==> src/rtl/alu_issue_if.sv <==
// Issue-to-execute bus: ALU operands, op code and the instruction context
// that travels alongside them. The issue stage is the master.
interface alu_issue_if #(
  parameter int XLEN       = 32,
  parameter int ALU_OP_MSB = 3
) ();
  logic                out_valid;
  logic                out_ready;
  logic [XLEN-1:0]     out_a;
  logic [XLEN-1:0]     out_b;
  logic [ALU_OP_MSB:0] out_op;
  logic                out_is_cond;
  logic [XLEN-1:0]     out_imm;
  logic [XLEN-1:0]     out_pc;
  logic [4:0]          out_rd;
  logic                out_we;
  logic                out_illegal;
  logic [7:0]          out_seq;

  modport master (
    output out_valid, out_a, out_b, out_op, out_is_cond, out_imm,
           out_pc, out_rd, out_we, out_illegal, out_seq,
    input  out_ready
  );

  modport slave (
    input  out_valid, out_a, out_b, out_op, out_is_cond, out_imm,
           out_pc, out_rd, out_we, out_illegal, out_seq,
    output out_ready
  );
endinterface

==> src/rtl/alu_issue.sv <==
// RV32I decode/issue stage: decodes ALU-class instructions, reads operands
// and holds one issued entry for execute behind a valid/ready handshake.
module alu_issue (
  input  logic              clk,
  input  logic              rst_n,
  input  logic              in_valid,
  output logic              in_ready,
  input  logic [31:0]       in_instr,
  input  logic [31:0]       in_pc,
  output logic [4:0]        rs1_addr,
  output logic [4:0]        rs2_addr,
  input  logic [31:0]       rs1_data,
  input  logic [31:0]       rs2_data,
  input  logic              flush,
  alu_issue_if.master       issue
);
  localparam int XLEN = 32;
  localparam int XMSB = XLEN - 1;

  typedef enum logic [3:0] {
    ALU_OP_ADD  = 4'd0,  ALU_OP_SUB  = 4'd1,  ALU_OP_SLL  = 4'd2,
    ALU_OP_SLT  = 4'd3,  ALU_OP_SLTU = 4'd4,  ALU_OP_XOR  = 4'd5,
    ALU_OP_SRL  = 4'd6,  ALU_OP_SRA  = 4'd7,  ALU_OP_OR   = 4'd8,
    ALU_OP_AND  = 4'd9,  ALU_OP_EQ   = 4'd10, ALU_OP_NE   = 4'd11,
    ALU_OP_LT   = 4'd12, ALU_OP_GE   = 4'd13, ALU_OP_LTU  = 4'd14,
    ALU_OP_GEU  = 4'd15
  } alu_op_e;

  localparam logic [6:0] OPC_OP     = 7'b0110011;
  localparam logic [6:0] OPC_OP_IMM = 7'b0010011;
  localparam logic [6:0] OPC_LUI    = 7'b0110111;
  localparam logic [6:0] OPC_AUIPC  = 7'b0010111;
  localparam logic [6:0] OPC_BRANCH = 7'b1100011;
  localparam logic [6:0] F7_ALT     = 7'b0100000;

  logic [6:0]  opcode, funct7;
  logic [2:0]  funct3;
  logic [4:0]  rd;
  logic [XMSB:0] i_imm, u_imm, b_imm, shamt;

  assign opcode   = in_instr[6:0];
  assign rd       = in_instr[11:7];
  assign funct3   = in_instr[14:12];
  assign rs1_addr = in_instr[19:15];
  assign rs2_addr = in_instr[24:20];
  assign funct7   = in_instr[31:25];

  assign i_imm = {{20{in_instr[31]}}, in_instr[31:20]};
  assign u_imm = {in_instr[31:12], 12'b0};
  assign b_imm = {{19{in_instr[31]}}, in_instr[31], in_instr[7],
                  in_instr[30:25], in_instr[11:8], 1'b0};
  assign shamt = {27'b0, in_instr[24:20]};

  logic [XMSB:0] dec_a, dec_b, dec_imm;
  alu_op_e       dec_op;
  logic          dec_cond, dec_writes, dec_legal;

  always_comb begin
    // NOTE: every decode output gets a default first so no path infers a latch.
    dec_a      = '0;
    dec_b      = '0;
    dec_imm    = '0;
    dec_op     = ALU_OP_ADD;
    dec_cond   = 1'b0;
    dec_writes = 1'b0;
    dec_legal  = 1'b1;
    unique case (opcode)
      OPC_OP: begin
        dec_a      = rs1_data;
        dec_b      = rs2_data;
        dec_writes = 1'b1;
        if (funct7 == 7'b0) begin
          unique case (funct3)
            3'b000: dec_op = ALU_OP_ADD;
            3'b001: dec_op = ALU_OP_SLL;
            3'b010: dec_op = ALU_OP_SLT;
            3'b011: dec_op = ALU_OP_SLTU;
            3'b100: dec_op = ALU_OP_XOR;
            3'b101: dec_op = ALU_OP_SRL;
            3'b110: dec_op = ALU_OP_OR;
            default: dec_op = ALU_OP_AND;
          endcase
        end else if (funct7 == F7_ALT && funct3 == 3'b000) begin
          dec_op = ALU_OP_SUB;
        end else if (funct7 == F7_ALT && funct3 == 3'b101) begin
          dec_op = ALU_OP_SRA;
        end else begin
          dec_legal = 1'b0;
        end
      end
      OPC_OP_IMM: begin
        dec_a      = rs1_data;
        dec_b      = i_imm;
        dec_imm    = i_imm;
        dec_writes = 1'b1;
        unique case (funct3)
          3'b000: dec_op = ALU_OP_ADD;
          3'b010: dec_op = ALU_OP_SLT;
          3'b011: dec_op = ALU_OP_SLTU;
          3'b100: dec_op = ALU_OP_XOR;
          3'b110: dec_op = ALU_OP_OR;
          3'b111: dec_op = ALU_OP_AND;
          3'b001: begin
            dec_op    = ALU_OP_SLL;
            dec_b     = shamt;
            dec_legal = (funct7 == 7'b0);
          end
          default: begin
            dec_op    = (funct7 == F7_ALT) ? ALU_OP_SRA : ALU_OP_SRL;
            dec_b     = shamt;
            dec_legal = (funct7 == 7'b0) || (funct7 == F7_ALT);
          end
        endcase
      end
      OPC_LUI: begin
        dec_b      = u_imm;
        dec_imm    = u_imm;
        dec_writes = 1'b1;
      end
      OPC_AUIPC: begin
        dec_a      = in_pc;
        dec_b      = u_imm;
        dec_imm    = u_imm;
        dec_writes = 1'b1;
      end
      OPC_BRANCH: begin
        dec_a    = rs1_data;
        dec_b    = rs2_data;
        dec_imm  = b_imm;
        dec_cond = 1'b1;
        unique case (funct3)
          3'b000: dec_op = ALU_OP_EQ;
          3'b001: dec_op = ALU_OP_NE;
          3'b100: dec_op = ALU_OP_LT;
          3'b101: dec_op = ALU_OP_GE;
          3'b110: dec_op = ALU_OP_LTU;
          3'b111: dec_op = ALU_OP_GEU;
          default: dec_legal = 1'b0;
        endcase
      end
      default: dec_legal = 1'b0;
    endcase

    // Illegal instructions still issue, but with a neutral payload.
    if (!dec_legal) begin
      dec_a      = '0;
      dec_b      = '0;
      dec_imm    = '0;
      dec_op     = ALU_OP_ADD;
      dec_cond   = 1'b0;
      dec_writes = 1'b0;
    end
  end

  logic       accept;
  logic [7:0] seq_next;

  assign in_ready = !issue.out_valid || issue.out_ready;
  assign accept   = in_valid && in_ready && !flush;

  always_ff @(posedge clk or negedge rst_n) begin
    if (!rst_n) begin
      // NOTE: sequential state uses non-blocking assignments only.
      issue.out_valid   <= 1'b0;
      issue.out_a       <= '0;
      issue.out_b       <= '0;
      issue.out_op      <= ALU_OP_ADD;
      issue.out_is_cond <= 1'b0;
      issue.out_imm     <= '0;
      issue.out_pc      <= '0;
      issue.out_rd      <= '0;
      issue.out_we      <= 1'b0;
      issue.out_illegal <= 1'b0;
      issue.out_seq     <= '0;
      seq_next          <= '0;
    end else if (flush) begin
      issue.out_valid <= 1'b0;
    end else if (accept) begin
      issue.out_valid   <= 1'b1;
      issue.out_a       <= dec_a;
      issue.out_b       <= dec_b;
      issue.out_op      <= dec_op;
      issue.out_is_cond <= dec_cond;
      issue.out_imm     <= dec_imm;
      issue.out_pc      <= in_pc;
      issue.out_rd      <= rd;
      issue.out_we      <= dec_writes && (rd != 5'd0);
      issue.out_illegal <= !dec_legal;
      issue.out_seq     <= seq_next;
      seq_next          <= seq_next + 8'd1;
    end else if (issue.out_ready) begin
      issue.out_valid <= 1'b0;
    end
  end
endmodule

==> src/flat_wrapper.sv <==
// flat-port wrapper written by rule: the top's interface ports become plain ports
module alu_issue_flat 
  (clk, rst_n, in_valid, in_ready, in_instr, in_pc, rs1_addr, rs2_addr, rs1_data, rs2_data, flush, issue_out_valid, issue_out_a, issue_out_b, issue_out_op, issue_out_is_cond, issue_out_imm, issue_out_pc, issue_out_rd, issue_out_we, issue_out_illegal, issue_out_seq, issue_out_ready);
  alu_issue_if #(.XLEN(32), .ALU_OP_MSB(3)) issue_i ();
  input  logic clk;
  input  logic rst_n;
  input  logic in_valid;
  output logic in_ready;
  input  logic [31:0] in_instr;
  input  logic [31:0] in_pc;
  output logic [4:0] rs1_addr;
  output logic [4:0] rs2_addr;
  input  logic [31:0] rs1_data;
  input  logic [31:0] rs2_data;
  input  logic flush;
  output wire logic [$bits(issue_i.out_valid)-1:0] issue_out_valid;
  output wire logic [$bits(issue_i.out_a)-1:0] issue_out_a;
  output wire logic [$bits(issue_i.out_b)-1:0] issue_out_b;
  output wire logic [$bits(issue_i.out_op)-1:0] issue_out_op;
  output wire logic [$bits(issue_i.out_is_cond)-1:0] issue_out_is_cond;
  output wire logic [$bits(issue_i.out_imm)-1:0] issue_out_imm;
  output wire logic [$bits(issue_i.out_pc)-1:0] issue_out_pc;
  output wire logic [$bits(issue_i.out_rd)-1:0] issue_out_rd;
  output wire logic [$bits(issue_i.out_we)-1:0] issue_out_we;
  output wire logic [$bits(issue_i.out_illegal)-1:0] issue_out_illegal;
  output wire logic [$bits(issue_i.out_seq)-1:0] issue_out_seq;
  input wire logic [$bits(issue_i.out_ready)-1:0] issue_out_ready;
  assign issue_out_valid = issue_i.out_valid;
  assign issue_out_a = issue_i.out_a;
  assign issue_out_b = issue_i.out_b;
  assign issue_out_op = issue_i.out_op;
  assign issue_out_is_cond = issue_i.out_is_cond;
  assign issue_out_imm = issue_i.out_imm;
  assign issue_out_pc = issue_i.out_pc;
  assign issue_out_rd = issue_i.out_rd;
  assign issue_out_we = issue_i.out_we;
  assign issue_out_illegal = issue_i.out_illegal;
  assign issue_out_seq = issue_i.out_seq;
  assign issue_i.out_ready = issue_out_ready;
  alu_issue u_core (.clk(clk), .rst_n(rst_n), .in_valid(in_valid), .in_ready(in_ready), .in_instr(in_instr), .in_pc(in_pc), .rs1_addr(rs1_addr), .rs2_addr(rs2_addr), .rs1_data(rs1_data), .rs2_data(rs2_data), .flush(flush), .issue(issue_i));
endmodule
==> config.mk <==
export PLATFORM = sky130hd
export DESIGN_NAME = alu_issue_flat
export DESIGN_NICKNAME = d
export VERILOG_FILES = /design/src/rtl/alu_issue_if.sv /design/src/rtl/alu_issue.sv /design/src/flat_wrapper.sv
export SDC_FILE = /design/constraint.sdc
export NUM_CORES = 1
export LEC_CHECK = 0
export ABC_CLOCK_PERIOD_IN_PS = 3700
export CAP_MARGIN = 20
export CORE_UTILIZATION = 40
export DETAILED_ROUTE_END_ITERATION = 7
export PLACE_DENSITY = 0.75
export SLEW_MARGIN = 40
export SYNTH_ARGS = -nofsm -noshare
export SYNTH_HDL_FRONTEND = slang
export SYNTH_SLANG_ARGS = --single-unit
==> constraint.sdc <==
create_clock -name clk -period 3.7 [get_ports clk]
set_input_delay 0.555 -clock clk [delete_from_list [all_inputs] [get_ports clk]]
set_output_delay 0.555 -clock clk [all_outputs]
set_load 0.005 [all_outputs]
==> results of run 1 <==
[kinds of logic after synthesis]
family                   Yosys count
AND/OR/NAND/NOR                  293
AO/OA/AOI/OAI                    213
flip-flops                       157
buffers and inverters             73
XOR/XNOR                           8
adder cells (fa/ha/maj)            1
[state kept, by name (all words and copies together), names as in the netlist, 4 cells and up]
name,flops
u_core.issue.out_op,4
u_core.seq_next,8
u_core.issue.out_imm,32
u_core.issue.out_pc,32
u_core.issue.out_seq,8
u_core.issue.out_b,32
u_core.issue.out_a,32
u_core.issue.out_rd,5
[power by group]
group          total, uW  switching (uW)  leakage [uW]  internal, uW
logic                632             278       0.00211           354
clock network       1870             753      0.000304          1120
registers           1910            82.3       0.00211          1830
[worst paths after layout]
path	startpoint	to	slack [ns]	cells after the start
min	rst_n	u_core.issue.out_imm[31]	0.12	1
max reg2reg	u_core.issue.out_valid	u_core.seq_next[6]	1.79	5
max	in_instr[14]	u_core.issue.out_imm[16]	1.00	7
min in group clk	u_core.issue.out_pc[5]	u_core.issue.out_pc[5]	0.47	2
min reg2reg	u_core.issue.out_pc[5]	u_core.issue.out_pc[5]	0.47	2
max in group asynchronous	rst_n	u_core.issue.out_a[2]	2.61	2
[layout make-up]
| cell class | instances | share of cell area |
|---|---|---|
| flip-flops and latches | 157 | 0.3589 |
| repair buffers | 311 | 0.2827 |
| multi-input cells | 515 | 0.2737 |
| clock buffers | 19 | 0.04138 |
| well taps | 229 | 0.02618 |
| clock inverters | 13 | 0.01646 |
| inverters | 2 | 0.0006859 |
[worst max-delay path, stage by stage]
cell and delay [ns]:
clkdlybuf4s50_1 0.81, xor2_1 0.19, o21ai_0 0.12, a32o_1 0.33
o21ai_4 0.18, buf_4 0.54, o21ai_0 0.19
[metal layers]
metal / vias up / track usage / share of wire
met5: - / 0 / 0
met4: 0 / 0.1252 / 0.040
met3: 59 / 0.06519 / 0.069
met2: 252 / 0.3743 / 0.47
met1: 3200 / 0.3433 / 0.42
li1: 3142 / - / -
[cells in the mapped netlist (all sizes together) (2+ instances only)]
cell type	number	area (um2)
nand2	239	897.1
dfrtp	157	3929
o21ai	96	720.7
a22oi	67	503.0
clkbuf	46	173.9
buf	25	206.5
a221oi	21	183.9
a32o	10	100.1
nor2	8	30.03
nand3	7	35.03
xnor2	6	52.55
nand2b	5	31.28
a21oi	4	20.02
and3	4	25.02
nand4	4	25.02
nor2b	4	25.02
or2	3	18.77
a2111oi	2	17.52
a31oi	2	12.51
and2	2	12.51
inv	2	7.510
nand3b	2	15.01
nor3	2	15.01
nor3b	2	25.02
o211ai	2	15.01
o21a	2	15.01
o41ai	2	17.52
or3	2	12.51
or4	2	18.77
xor2	2	17.52
[stage by stage]
stage | total power, uW | hold slack (ns)
after floorplan | 2122 | 0.2594
after global placement | 2558 | 0.4567
after detailed placement | 2568 | 0.4607
after CTS | 4456 | 0.2016
after global routing | 4592 | 0.2201
final | 4409 | 0.1210
==> impl_metrics.yaml, run 1 <==
yosys:
  synthDistinctLibCells: 53
  synth-warning-count: 0
  synth_top_family_by_area: "compound AO/OA/AOI/OAI gates"
  synth_edf_count: 0
  synth.avg_cell_area_um2: 9.798
  synth_compound_area_frac: 0.2254
  syn-num-nets: 879
  synthAdderAreaFrac: 0.001714
  synth-simple-area-share: 0.1719
  ys_async_sr_fraction: 1.000
  muxShareOfSynthArea: 0
  synth_xor_area_frac: 0.009599
  ys_seq_elements: 157
  mappedNetlistArea_mm2: 0.007300
  synth-seq-area-share: 0.5382
  syn-instance-count: 745
  synthFlopType: "dfrtp_1"
clock_tree:
  post_cts_buffers: 0
  root_buffer: "clkbuf_16"
  cts_hold_buffers: 0
  cts_sinks: 157
  cts_tree: "done"
  clock_latency_ns: 0.42
  path_clk_slew_ns: 0.06
  cts_buffers: 17
  post_cts_resized: 0
  cts.htree.levels: 4
  clk_path_buf_depth: 2
final_layout:
  layout_common_cells: "clkdlybuf4s50_1 (291), nand2_1 (239), dfrtp_1 (157)"
  diodes: 0
  stdcell_area_mm2: 0.01095
  final_common_cell: "clkdlybuf4s50_1"
  multi_input_area_mm2: 0.002995
  fin_util: 0.6114
  regArea_mm2: 0.003929
  drive_gt1_frac: 0.1209
  area_growth_pct: 49.95
  fin_nets: 1138
  nFillCells: 1538
  final_cells: 1246
die:
  core_area_mm2: 0.01790
  design.die.area_mm2: 0.01879
  die_y_um: 137.1
  dieWidth_um: 137.1
  io_pins: 293
  start_util: 0.4077
  std_cell_rows: 49
placed_design:
  post-place-ws_ns: 0.6273
  place_congestion: 0.8587
  placed_cell_area_mm2: 0.01031
  dpl.hpwl_um: 16210
  io_buffers: 292
  dp_cells: 1214
sta:
  worst_pin_slew_ns: 0.7693
  slew_viol_final: 0
  fin_setup_tns_ns: 0
  maxSlewHeadroom: 0.4853
  fmax_ghz: 0.3708
  period_share: 0.7288
  setup_viol: 0
  skew_ns: 0.007874
  finalHoldViolCount: 0
  rsz0062_at_grt: "false"
  postLayoutSetupSlackWorst_ns: 1.003
  period_needed_ns: 2.697
setup_path:
  cp_data_arrival_time_ns: 2.97
  critPathLaunchType: "primary input"
  cp.required_ns: 3.97
  path_class: "primary input to flop"
  path_max_fanout: 39
  end_kind: "flop"
drt:
  totalWireLength_um: 23700
  drt_pass1_iterations: 4
  drt_iter0_markers: 537
  num_vias: 6653
  routed_via_density: 5.339
  drc: 0
  avgRoutedWirePerCell_um: 19.02
  ant_nets: 0
global_route:
  grt_usage: 0.2533
  grt_pass1_wl_um: 36120
  grt_pass1_vias: 6352
  grt.overflow.total: 0
  grt_max_degree: 82
  antenna_found_initial: 0
power:
  p_leak_uw: 0.004526
  vdd_ir_drop_max_mv: 0.3085
  p_per_area_mw_per_mm2: 402.8
job:
  drv_cap: 0
run_status:
  status: "complete, no violations"
min_path:
  hold_class: "primary input to asynchronous set/reset pin"
Power figures use the tool's default switching activity.
==> run 2, diff against run 1 <==
--- a/config.mk
+++ b/config.mk
@@ -5,7 +5,7 @@
 export SDC_FILE = /design/constraint.sdc
 export NUM_CORES = 1
 export LEC_CHECK = 0
-export ABC_CLOCK_PERIOD_IN_PS = 3700
+export ABC_CLOCK_PERIOD_IN_PS = 2600
 export CAP_MARGIN = 20
 export CORE_UTILIZATION = 40
 export DETAILED_ROUTE_END_ITERATION = 7
==> constraint.sdc (replaced) <==
create_clock -name clk -period 2.6 [get_ports clk]
set_input_delay 0.39 -clock clk [delete_from_list [all_inputs] [get_ports clk]]
set_output_delay 0.39 -clock clk [all_outputs]
set_load 0.005 [all_outputs]
==> run 2 against run 1 <==
Net effect: the run now ends with negative hold slack left; die area stayed put; total power up 38%; final cell count grew 1.7%; critical endpoint is now u_core.issue.out_op[2]; routed wire length is 1.8% higher; first-iteration DRC count decreased by 14%; largest power group unchanged; clock power rose by 31%; worst setup slack lost 0.66 ns; non-clock buffer count up 21; via count is 2.3% higher.
==> impl_metrics.yaml, run 2 (synthesis results as in run 1) <==
clock_tree:
  cts.htree.levels: 4
  cts_tree: "done"
  clock_latency_ns: 0.42
  post_cts_buffers: 0
  root_buffer: "clkbuf_16"
  clk_path_buf_depth: 2
  path_clk_slew_ns: 0.07
  cts_hold_buffers: 0
  post_cts_resized: 0
  cts_sinks: 157
  cts_buffers: 17
final_layout:
  diodes: 0
  stdcell_area_mm2: 0.01119
  final_common_cell: "clkdlybuf4s50_1"
  fin_nets: 1159
  drive_gt1_frac: 0.1387
  area_growth_pct: 53.24
  nFillCells: 1511
  fin_util: 0.6248
  layout_common_cells: "clkdlybuf4s50_1 (291), nand2_1 (239), dfrtp_1 (157)"
min_path:
  hold_class: "primary input to asynchronous set/reset pin"
die:
  start_util: 0.4077
  std_cell_rows: 49
  io_pins: 293
  die_y_um: 137.1
  core_area_mm2: 0.01790
  dieWidth_um: 137.1
  design.die.area_mm2: 0.01879
placed_design:
  io_buffers: 292
  dpl.hpwl_um: 16820
  placed_cell_area_mm2: 0.01061
  place_congestion: 0.8929
setup_path:
  reg2reg_depth: 7
  crit_slowest_cell: "clkdlybuf4s50_1"
  end_kind: "flop"
  r2r-end: "u_core.issue.out_imm[4]"
  cp_data_arrival_time_ns: 2.60
  path_class: "primary input to flop"
  path_max_fanout: 4
  cp_cell_sequence: "clkdlybuf4s50_1, or4_4, o41ai_1, nand3_1, o311ai_0, a32o_1"
  r2r_slack_ns: 0.85
  cp.required_ns: 2.95
  critPathLaunchType: "primary input"
  regToRegStartpoint: "u_core.issue.out_valid"
  crit_path_start: "in_instr[27]"
  max_stage_delay_ns: 0.57
  cp-endpoint: "u_core.issue.out_op[2]"
global_route:
  grt_max_degree: 71
  grt_pass1_wl_um: 36460
  antenna_found_initial: 0
  globalRoute.busiestLayer: "met2"
  grt.overflow.total: 0
  gr-usage-met3: 0.06148
  grt_pass1_vias: 6433
  grt_usage: 0.2576
  grt.met2_usage: 0.3838
  grt_use_met1: 0.3585
power:
  p_total_uw: 6096
  vdd_ir_drop_max_mv: 0.4420
  p_leak_uw: 0.004651
  p_per_area_mw_per_mm2: 544.9
job:
  drv_cap: 0
drt:
  routed_via_density: 5.373
  num_vias: 6807
  drc: 0
  ant_nets: 0
  totalWireLength_um: 24140
  avgRoutedWirePerCell_um: 19.05
  drt_pass1_iterations: 5
  drt_iter0_markers: 462
sta:
  setup_viol: 0
  timing.hold.ws_ns: -0.01030
  maxSlewHeadroom: 0.5375
  period_share: 0.8676
  worst_pin_slew_ns: 0.6937
  fmax_ghz: 0.4433
  finalHoldViolCount: 16
  skew_ns: 0.007564
  rsz0062_at_grt: "false"
  slew_viol_final: 0
  fin_setup_tns_ns: 0
  period_needed_ns: 2.256
run_status:
  violations: "negative hold slack"
  status: "finished with violations"
-- run 2: cell types whose count changed in the layout (fill, tap and decap cells not counted), sizes merged --
cell	delta
buf	+22
bufinv	-2
inv	+2
clkbuf	-1
-- run 2: critical path: cells and delay by family --
kind	cells	cell delay [ns]
buf+inv	1	0.57
simple gates	2	0.67
compound gates	3	0.97
-- run 2: area by class of cell --
cell class	instances	area (um2)	share of cell area
Sequential cell	157	3929	0.3512
Clock buffer	19	452.9	0.04049
Inverter	2	7.507	0.0006711
Timing Repair Buffer	332	3387	0.3028
Multi-Input combinational cell	515	2995	0.2678
Tap cell	229	286.5	0.02562
Clock inverter	13	127.6	0.01141
-- run 2: metrics by stage --
stage | instances | setup slack, ns
2_1_floorplan | 745 | 0.7083
3_3_place_gp | 1235 | 0.01921
3_5_place_dp | 1235 | -0.04362
4_1_cts | 1267 | 0.4051
5_1_grt | 1267 | 0.2351
6_report | 1267 | 0.3443
-- run 2: worst min-delay path by stage --
stage,startpoint,end,cells after the start
after detailed placement,rst_n,u_core.issue.out_imm[31],1
after global routing,rst_n,u_core.issue.out_b[23],1
after floorplan,rst_n,u_core.issue.out_a[0],0
after global placement,rst_n,u_core.issue.out_imm[31],1
after CTS,rst_n,u_core.issue.out_b[23],1
final,rst_n,u_core.issue.out_b[23],1
-- run 2: metal layers --
| metal | part of all wire | vias up | routed length (um) |
|---|---|---|---|
| li1 | - | 3196 | - |
| met1 | 0.43 | 3334 | 10450 |
| met2 | 0.48 | 239 | 11520 |
| met3 | 0.065 | 38 | 1570 |
| met4 | 0.025 | 0 | 600 |
| met5 | 0 | - | 0 |
-- run 2: power by group --
group | internal [uW] | total (uW) | switching (uW)
logic | 526 | 925 | 399
registers | 2600 | 2720 | 120
clock network | 1390 | 2450 | 1060
